## config.mk

```make
export PLATFORM = sky130hd
export DESIGN_NAME = uart_echo_engine
export DESIGN_NICKNAME = d
export VERILOG_FILES = /design/src/rtl/uart_echo_engine.sv
export SDC_FILE = /design/constraint.sdc
export NUM_CORES = 1
export LEC_CHECK = 0
export ABC_AREA = 1
export ABC_CLOCK_PERIOD_IN_PS = 3200
export CAP_MARGIN = 20
export CORE_ASPECT_RATIO = 1.2
export CORE_MARGIN = 8
export CORE_UTILIZATION = 50
export DETAILED_ROUTE_END_ITERATION = 6
export PLACE_DENSITY = 0.7
export SYNTH_ARGS = -nofsm -noshare
export SYNTH_HDL_FRONTEND = slang
export SYNTH_SLANG_ARGS = --single-unit
```

## constraint.sdc

```tcl
create_clock -name sysclk -period 3.2 [get_ports sysclk]
set_clock_uncertainty 0.05 [all_clocks]
set_input_delay 0.8 -clock sysclk [delete_from_list [all_inputs] [get_ports sysclk]]
set_output_delay 0.8 -clock sysclk [all_outputs]
set_load 0.02 [all_outputs]
```

## src/rtl/uart_echo_engine.sv

```systemverilog
// Byte echo between UART RX and TX byte interfaces.
// FIFO-buffered, raw or line-at-a-time release.
module uart_echo_engine #(
  parameter int          DATA_BITS = 8,
  parameter int          DEPTH     = 16,
  parameter int unsigned TERM_CHAR = 32'h0D,
  parameter int          CNT_WIDTH = 16,
  localparam int         LVL_W     = $clog2(DEPTH + 1),
  localparam int         PTR_W     = $clog2(DEPTH)
) (
  input  logic                 sysclk,
  input  logic                 rst_in,
  input  logic                 mode_in,
  input  logic                 rx_valid_in,
  input  logic [DATA_BITS-1:0] rx_data_in,
  output logic                 tx_start_out,
  output logic [DATA_BITS-1:0] tx_data_out,
  input  logic                 tx_done_in,
  output logic [LVL_W-1:0]     level_out,
  output logic                 full_out,
  output logic                 empty_out,
  output logic [LVL_W-1:0]     lines_pending_out,
  output logic [CNT_WIDTH-1:0] overflow_cnt_out,
  output logic                 busy_out
);

  localparam logic [1:0] S_IDLE  = 2'd0;
  localparam logic [1:0] S_START = 2'd1;
  localparam logic [1:0] S_WAIT  = 2'd2;

  localparam logic [DATA_BITS-1:0] TERM =
    DATA_BITS'(TERM_CHAR);
  localparam logic [LVL_W-1:0] LVL_FULL =
    LVL_W'(DEPTH);
  localparam logic [PTR_W-1:0] PTR_MAX =
    PTR_W'(DEPTH - 1);

  logic [DATA_BITS-1:0] mem_q [DEPTH];

  logic [PTR_W-1:0]     wr_ptr_q, wr_ptr_d;
  logic [PTR_W-1:0]     rd_ptr_q, rd_ptr_d;
  logic [LVL_W-1:0]     level_q, level_d;
  logic [LVL_W-1:0]     lines_q, lines_d;
  logic [CNT_WIDTH-1:0] ovf_q, ovf_d;
  logic                 flush_q, flush_d;
  logic [1:0]           state_q, state_d;
  logic [DATA_BITS-1:0] tx_data_q, tx_data_d;

  logic                 full;
  logic                 empty;
  logic                 wr_en;
  logic                 drop;
  logic                 eligible;
  logic                 pop;
  logic                 acc_term;
  logic                 pop_term;
  logic [DATA_BITS-1:0] head;

  assign full  = (level_q == LVL_FULL);
  assign empty = (level_q == '0);
  assign head  = mem_q[rd_ptr_q];

  // A pop in the same cycle never makes room
  // for the incoming byte: full is registered.
  assign wr_en = rx_valid_in && !full;
  assign drop  = rx_valid_in && full;

  // Line mode waits for a whole line unless the
  // FIFO filled up without one (forced flush).
  assign eligible = !empty &&
    (!mode_in || (lines_q != '0) || flush_q);
  assign pop = (state_q == S_IDLE) && eligible;

  assign acc_term = wr_en && (rx_data_in == TERM);
  assign pop_term = pop && (head == TERM);

  // Storage array; contents need no reset since
  // the pointers and level define validity.
  always_ff @(posedge sysclk) begin
    if (wr_en) begin
      mem_q[wr_ptr_q] <= rx_data_in;
    end
  end

  // FIFO pointers, occupancy and counters.
  always_comb begin
    wr_ptr_d = wr_ptr_q;
    rd_ptr_d = rd_ptr_q;
    level_d  = level_q;
    lines_d  = lines_q;
    ovf_d    = ovf_q;
    flush_d  = flush_q;

    if (wr_en) begin
      wr_ptr_d = (wr_ptr_q == PTR_MAX) ?
        '0 : wr_ptr_q + 1'b1;
    end
    if (pop) begin
      rd_ptr_d = (rd_ptr_q == PTR_MAX) ?
        '0 : rd_ptr_q + 1'b1;
    end

    case ({wr_en, pop})
      2'b10:   level_d = level_q + 1'b1;
      2'b01:   level_d = level_q - 1'b1;
      default: level_d = level_q;
    endcase

    case ({acc_term, pop_term})
      2'b10:   lines_d = lines_q + 1'b1;
      2'b01:   lines_d = lines_q - 1'b1;
      default: lines_d = lines_q;
    endcase

    if (drop && (ovf_q != '1)) begin
      ovf_d = ovf_q + 1'b1;
    end

    // Flush drains an over-long line and ends
    // once everything stored has been sent.
    if (level_d == '0) begin
      flush_d = 1'b0;
    end else if (mode_in && full &&
                 (lines_q == '0)) begin
      flush_d = 1'b1;
    end
  end

  // Transmit sequencing: pop, start, wait done.
  always_comb begin
    state_d   = state_q;
    tx_data_d = tx_data_q;
    case (state_q)
      S_IDLE: begin
        if (pop) begin
          tx_data_d = head;
          state_d   = S_START;
        end
      end
      S_START: begin
        state_d = S_WAIT;
      end
      S_WAIT: begin
        if (tx_done_in) begin
          state_d = S_IDLE;
        end
      end
      default: begin
        state_d = S_IDLE;
      end
    endcase
  end

  // State registers with asynchronous reset.
  always_ff @(posedge sysclk or posedge rst_in) begin
    if (rst_in) begin
      wr_ptr_q  <= '0;
      rd_ptr_q  <= '0;
      level_q   <= '0;
      lines_q   <= '0;
      ovf_q     <= '0;
      flush_q   <= 1'b0;
      state_q   <= S_IDLE;
      tx_data_q <= '0;
    end else begin
      wr_ptr_q  <= wr_ptr_d;
      rd_ptr_q  <= rd_ptr_d;
      level_q   <= level_d;
      lines_q   <= lines_d;
      ovf_q     <= ovf_d;
      flush_q   <= flush_d;
      state_q   <= state_d;
      tx_data_q <= tx_data_d;
    end
  end

  assign tx_start_out      = (state_q == S_START);
  assign tx_data_out       = tx_data_q;
  assign level_out         = level_q;
  assign full_out          = full;
  assign empty_out         = empty;
  assign lines_pending_out = lines_q;
  assign overflow_cnt_out  = ovf_q;
  assign busy_out          = (state_q != S_IDLE);

endmodule
```

==> impl_metrics.tcl, run 1 <==
set metrics [dict create \
    outcome "complete, no violations" \
    nets 900 \
    dp_cells 1057 \
    hold_depth 1 \
    ant_nets 0 \
    setup_slack_ns 0.140 \
    pin_count 51 \
    htree_levels 4 \
    place.gp.congestion 0.862 \
    synth_top_area_cell "edfxtp_1" \
    crit_type "reg -> reg" \
    syn_avg_cell_area_um2 10.0 \
    dp_hpwl_um 12400 \
    die-width_um 130 \
    cts_hold_buf 0 \
    clk_path_buf_depth 2 \
    worstPathMaxFanout 16 \
    fin_crit_ns 3.06 \
    holdWs_ns 0.456 \
    synth_area_leaders "edfxtp_1, dfrtp_1, nand2_1" \
    most-common-layout-cells "nand2_1, edfxtp_1, nor2_1, inv_1" \
    critPathLaunch "rd_ptr_q[0]$_DFFE_PP0P_" \
    arrival_ns 3.36 \
    ys_types 34 \
    p_per_area_mw_per_mm2 889 \
    cellLeakagePower_nw 3.98 \
    finish.utilization_pct 61.7 \
    ys_ff_latch 173 \
    yosysWarnings 0 \
    synth_edf_count 128 \
    floorplan.initialDensity_pct 50.4 \
    place_ws_ns -0.335 \
    final_common_cell "nand2_1" \
    reg2reg_to "lines_pending_out[4]$_DFFE_PP0P_" \
    r2r_start "rd_ptr_q[0]$_DFFE_PP0P_" \
    vdd_drop_max_mv 0.446 \
    rsz0062_at_grt "yes" \
    cts_root_buf "clkbuf_16" \
    maxCapViolations 0 \
    ys.flop_type "edfxtp_1" \
    setup-tns-final_ns 0 \
    ff2ff_path_depth 22 \
    cp-endpoint "lines_pending_out[4]$_DFFE_PP0P_" \
    reg2reg_slack_ns 0.14 \
    stdcell_count 1092 \
    async_flop_share_pct 26.0 \
    synth_nets 807 \
    cts_buffers 17 \
    grt_overflow_total 0 \
    core_area_mm2 0.0155 \
    hold_viol_final 0 \
    drtPass1Iterations 5 \
    grt_max_degree 36 \
    drv_slew 0 \
    worst_pin_slew_ns 0.436 \
    yosys.area.top_type_share_pct 49.3 \
    drc 0 \
    io_buffers 50 \
    antenna_found_initial 0 \
    vias 5820 \
    wl_per_cell_um 17.1 \
    grt_pass1_vias 5887 \
    cp-start-kind "register" \
    dieHeight_um 153 \
    area.growth.synth_to_final_pct 22.3 \
    fill_cells 1271 \
    num_antenna_cells 0 \
    path_clk_slew_ns 0.06 \
    grt_pass1_wl_um 29900 \
    fin_crit_sh_pct 95.6 \
    ys_seq_area_share_pct 63.8 \
    synthCells 778 \
    cts_tree "built" \
    drt-total-wl_um 18700 \
    clock_sinks 173 \
    dieArea_mm2 0.0199 \
    fmax_ghz 0.327 \
    netlist_area_mm2 0.00779 \
    slew_headroom_pct 70.9 \
    end_kind "register" \
    track_usage_pct 19.6 \
    drive_gt1_share_pct 12.2 \
    via_per_inst 5.33 \
    rows 50 \
    worstSkewPairLatency_ns 0.43 \
    required_ns 3.50 \
    hold_class "reg -> reg" \
    setup_viol 0 \
    drtIter0Drc 497 \
]
logic make-up after synthesis:
kind of cell | share of synthesized area (%)
simple gates | 19.0
flops | 63.8
buf+inv | 6.23
compound gates | 6.12
xor+xnor | 2.02
fa+ha+maj | 2.76
mux | 0.128
stage by stage:
stage	power (mW)	cell area (um2)
detailed placement	6.23	8810
finish	8.47	9530
global route	8.95	9530
floorplan	5.02	7790
global placement	6.11	8810
CTS	8.37	9420
registers in the layout, indices dropped and copies added, names as in the netlist:
signal,cells
flush_q,1
level_out,5
lines_pending_out,5
mem_q,128
overflow_cnt_out,16
rd_ptr_q,4
state_q,2
tx_data_out,8
wr_ptr_q,4
worst max-delay path, stage by stage (launching register included):
cell and delay [ns]:
dfrtp_2 0.48, inv_6 0.13, buf_12 0.15, nand2_1 0.06
nand3_1 0.06, nand2_1 0.07, nand2_1 0.06, nand2_1 0.12
inv_1 0.11, nand2_1 0.06, nor2_1 0.10, nand3_1 0.08
nor2_1 0.10, ha_2 0.22, buf_4 0.12, inv_1 0.04
fa_1 0.35, inv_1 0.09, nand3_1 0.07, nand2_1 0.10
a21oi_1 0.08, o21ai_0 0.09, xor2_1 0.17
layer usage:
metal / global-route usage, % / wire, um / vias to the layer above
li1: - / - / 2751
met1: 22.0 / 7210 / 2810
met2: 34.0 / 9850 / 206
met3: 3.78 / 932 / 53
met4: 11.0 / 672 / 0
met5: 0 / 0 / -
report_power, final:
part	internal (mW)	total, mW	switching [mW]	leakage (nW)
clock network	1.26	2.12	0.860	0.297
logic	1.27	3.31	2.04	1.99
registers	2.78	3.04	0.255	1.70
how the worst min path moves through the flow:
stage	from	end	slack [ns]
final	tx_data_out[0]$_DFFE_PP0P_	tx_data_out[0]$_DFFE_PP0P_	0.46
after global routing	tx_data_out[0]$_DFFE_PP0P_	tx_data_out[0]$_DFFE_PP0P_	0.48
after CTS	tx_data_out[0]$_DFFE_PP0P_	tx_data_out[0]$_DFFE_PP0P_	0.47
after detailed placement	tx_data_out[0]$_DFFE_PP0P_	tx_data_out[0]$_DFFE_PP0P_	0.44
after global placement	flush_q$_DFFE_PP0P_	flush_q$_DFFE_PP0P_	0.44
after floorplan	flush_q$_DFFE_PP0P_	flush_q$_DFFE_PP0P_	0.43
layout make-up:
cell class | instances | area (um2) | share of cell area (%)
Clock buffer | 20 | 447 | 4.69
Clock inverter | 12 | 159 | 1.67
Inverter | 93 | 354 | 3.72
Multi-Input combinational cell | 487 | 2370 | 24.9
Sequential cell | 173 | 4970 | 52.2
Tap cell | 208 | 260 | 2.73
Timing Repair Buffer | 99 | 967 | 10.2
synthesized netlist by cell type, types with 9 or more instances:
cell / number
ha_1: 14
o21ai_0: 40
inv_1: 82
dfrtp_1: 45
inv_2: 9
o21ai_1: 24
buf_2: 13
nor2_1: 115
nand2_1: 174
edfxtp_1: 128
nand3_1: 49
xor2_1: 15
a21oi_1: 12
nor3_1: 10
timing repair:
item | in CTS | in global routing
buffers inserted | 0 | 1
endpoints found under the setup margin | 1 | 4
pin swaps | 0 | 1
resized for setup | 1 | 17
gates cloned | 0 | 2
(Power assumes the default switching activity.)
==> inputs of run 2 (changes only) <==
- CAP_MARGIN: 20 -> default
- CORE_UTILIZATION: 50 -> 40
- PLACE_DENSITY: 0.7 -> 0.59
==> impl_metrics.tcl, run 2 (synthesis results as in run 1) <==
set metrics [dict create \
    outcome "complete, no violations" \
    drt-total-wl_um 19400 \
    met2_usage_pct 28.3 \
    ant_nets 0 \
    slowest_delay_ns 0.44 \
    place.gp.congestion 0.815 \
    rows 56 \
    num_antenna_cells 0 \
    grt_pass1_vias 5370 \
    crit_chain "clkinv_4 > buf_12 > buf_12 > o21ai_0 > nand2_1 > nand2_1 > nand2_1 > nor2_1 > nor2_1 > nand3_1 > nor2_2 > ha_4 > ha_1 > a21oi_1 > nand2_1 > a21oi_1 > o21ai_1 > xor2_1" \
    drc 0 \
    vdd_drop_max_mv 0.423 \
    arrival_ns 3.31 \
    dieHeight_um 169 \
    dieArea_mm2 0.0242 \
    hold_start "tx_data_out[2]$_DFFE_PP0P_" \
    required_ns 3.46 \
    area.growth.synth_to_final_pct 24.5 \
    setup_slack_ns 0.149 \
    slew_headroom_pct 69.7 \
    hold_class "reg -> reg" \
    r2r_start "rd_ptr_q[0]$_DFFE_PP0P_" \
    holdWs_ns 0.439 \
    use_met1_pct 19.2 \
    hold_viol_final 0 \
    worstSkewPairLatency_ns 0.42 \
    grt_overflow_total 0 \
    setup-tns-final_ns 0 \
    final_area_mm2 0.00971 \
    end_kind "register" \
    cp-start-kind "register" \
    reg2reg_to "lines_pending_out[4]$_DFFE_PP0P_" \
    finish.utilization_pct 50.2 \
    dp_cells 1111 \
    use_met3_pct 3.27 \
    top_register "mem_q" \
    fmax_ghz 0.328 \
    grt.busiest_layer "met2" \
    dp_hpwl_um 12700 \
    slowest_stage "dfrtp_2" \
    most-common-layout-cells "nand2_1, edfxtp_1, nor2_1, inv_1, clkdlybuf4s50_1" \
    htree_levels 4 \
    fin_crit_ns 3.05 \
    via_per_inst 4.78 \
    io_buffers 50 \
    clk_path_buf_depth 2 \
    die-width_um 143 \
    cellLeakagePower_nw 4.03 \
    hold_depth 2 \
    floorplan.initialDensity_pct 40.3 \
    cts_root_buf "clkbuf_16" \
    drv_slew 0 \
    wl_per_cell_um 16.8 \
    final_common_cell "nand2_1" \
    stdcell_count 1157 \
    drtPass1Iterations 4 \
    track_usage_pct 16.1 \
    fin_crit_sh_pct 95.3 \
    worstPathMaxFanout 9 \
    total_power_mw 8.53 \
    nets 912 \
    drtIter0Drc 506 \
    cts_hold_buf 0 \
    reg2reg_slack_ns 0.15 \
    worst_pin_slew_ns 0.453 \
    crit_type "reg -> reg" \
    pin_count 51 \
    cts_buffers 17 \
    clock_sinks 173 \
    largest_reg_flops 128 \
    drive_gt1_share_pct 13.2 \
    p_per_area_mw_per_mm2 879 \
    cts_tree "built" \
    grt_max_degree 39 \
    place_ws_ns -0.268 \
    core_area_mm2 0.0193 \
    ff2ff_path_depth 18 \
    hold_end "tx_data_out[2]$_DFFE_PP0P_" \
    place_area_mm2 0.00889 \
    path_clk_slew_ns 0.06 \
    grt_pass1_wl_um 29300 \
    vias 5526 \
    maxCapViolations 0 \
    cp_common_cell "nand2_1" \
    setup_viol 0 \
    antenna_found_initial 0 \
]
-- run 2: cell types whose count changed in the layout (fill, tap and decap cells not counted), moves of 3 or more --
cell / change
nor2_2: -3
nor2_1: +3
clkbuf_16: +4
buf_4: +7
bufinv_16: -3
nand2_1: -4
nand2_2: +4
inv_6: -4
-- run 2: power breakdown --
part           switching, mW  internal [mW]  total [mW]
sequential             0.234           2.78        3.02
combinational           2.15           1.43        3.59
clock                  0.812           1.12        1.93
-- run 2: cell type report --
class	count	area (um2)
multi-input cells	487	2370
clock buffers	27	522
well taps	261	327
inverters	93	354
clock inverters	5	30.0
flip-flops and latches	173	4970
fillers	1787	9630
repair buffers	111	1130
-- run 2: critical path, delay by kind of cell (launching register included) --
family	cells	cell delay [ns]
compound gates	4	0.58
xor+xnor	1	0.16
fa+ha+maj	2	0.47
buf+inv	3	0.39
flops	1	0.44
simple gates	8	0.85
-- run 2: per-layer routing --
| metal | routed length [um] | vias to the layer above |
|---|---|---|
| li1 | - | 2771 |
| met1 | 8250 | 2630 |
| met2 | 10200 | 110 |
| met3 | 769 | 15 |
| met4 | 241 | 0 |
| met5 | 0 | - |
-- run 2: how the worst max path moves through the flow --
stage	from	to	slack (ns)	cells after the start
after floorplan	level_out[0]$_DFF_PP0_	flush_q$_DFFE_PP0P_	0.21	17
after global placement	rx_data_in[5]	lines_pending_out[4]$_DFFE_PP0P_	-0.21	13
after detailed placement	rx_data_in[1]	lines_pending_out[4]$_DFFE_PP0P_	-0.27	13
after CTS	rd_ptr_q[0]$_DFFE_PP0P_	lines_pending_out[4]$_DFFE_PP0P_	0.03	21
after global routing	rd_ptr_q[0]$_DFFE_PP0P_	lines_pending_out[4]$_DFFE_PP0P_	-0.06	22
final	rd_ptr_q[0]$_DFFE_PP0P_	lines_pending_out[4]$_DFFE_PP0P_	0.15	18
-- run 2: timing repair --
| item | 4_1_cts | 5_1_grt |
|---|---|---|
| endpoints found under the setup margin | 0 | 3 |
| gates resized for setup | 0 | 19 |
| setup buffers | 0 | 9 |
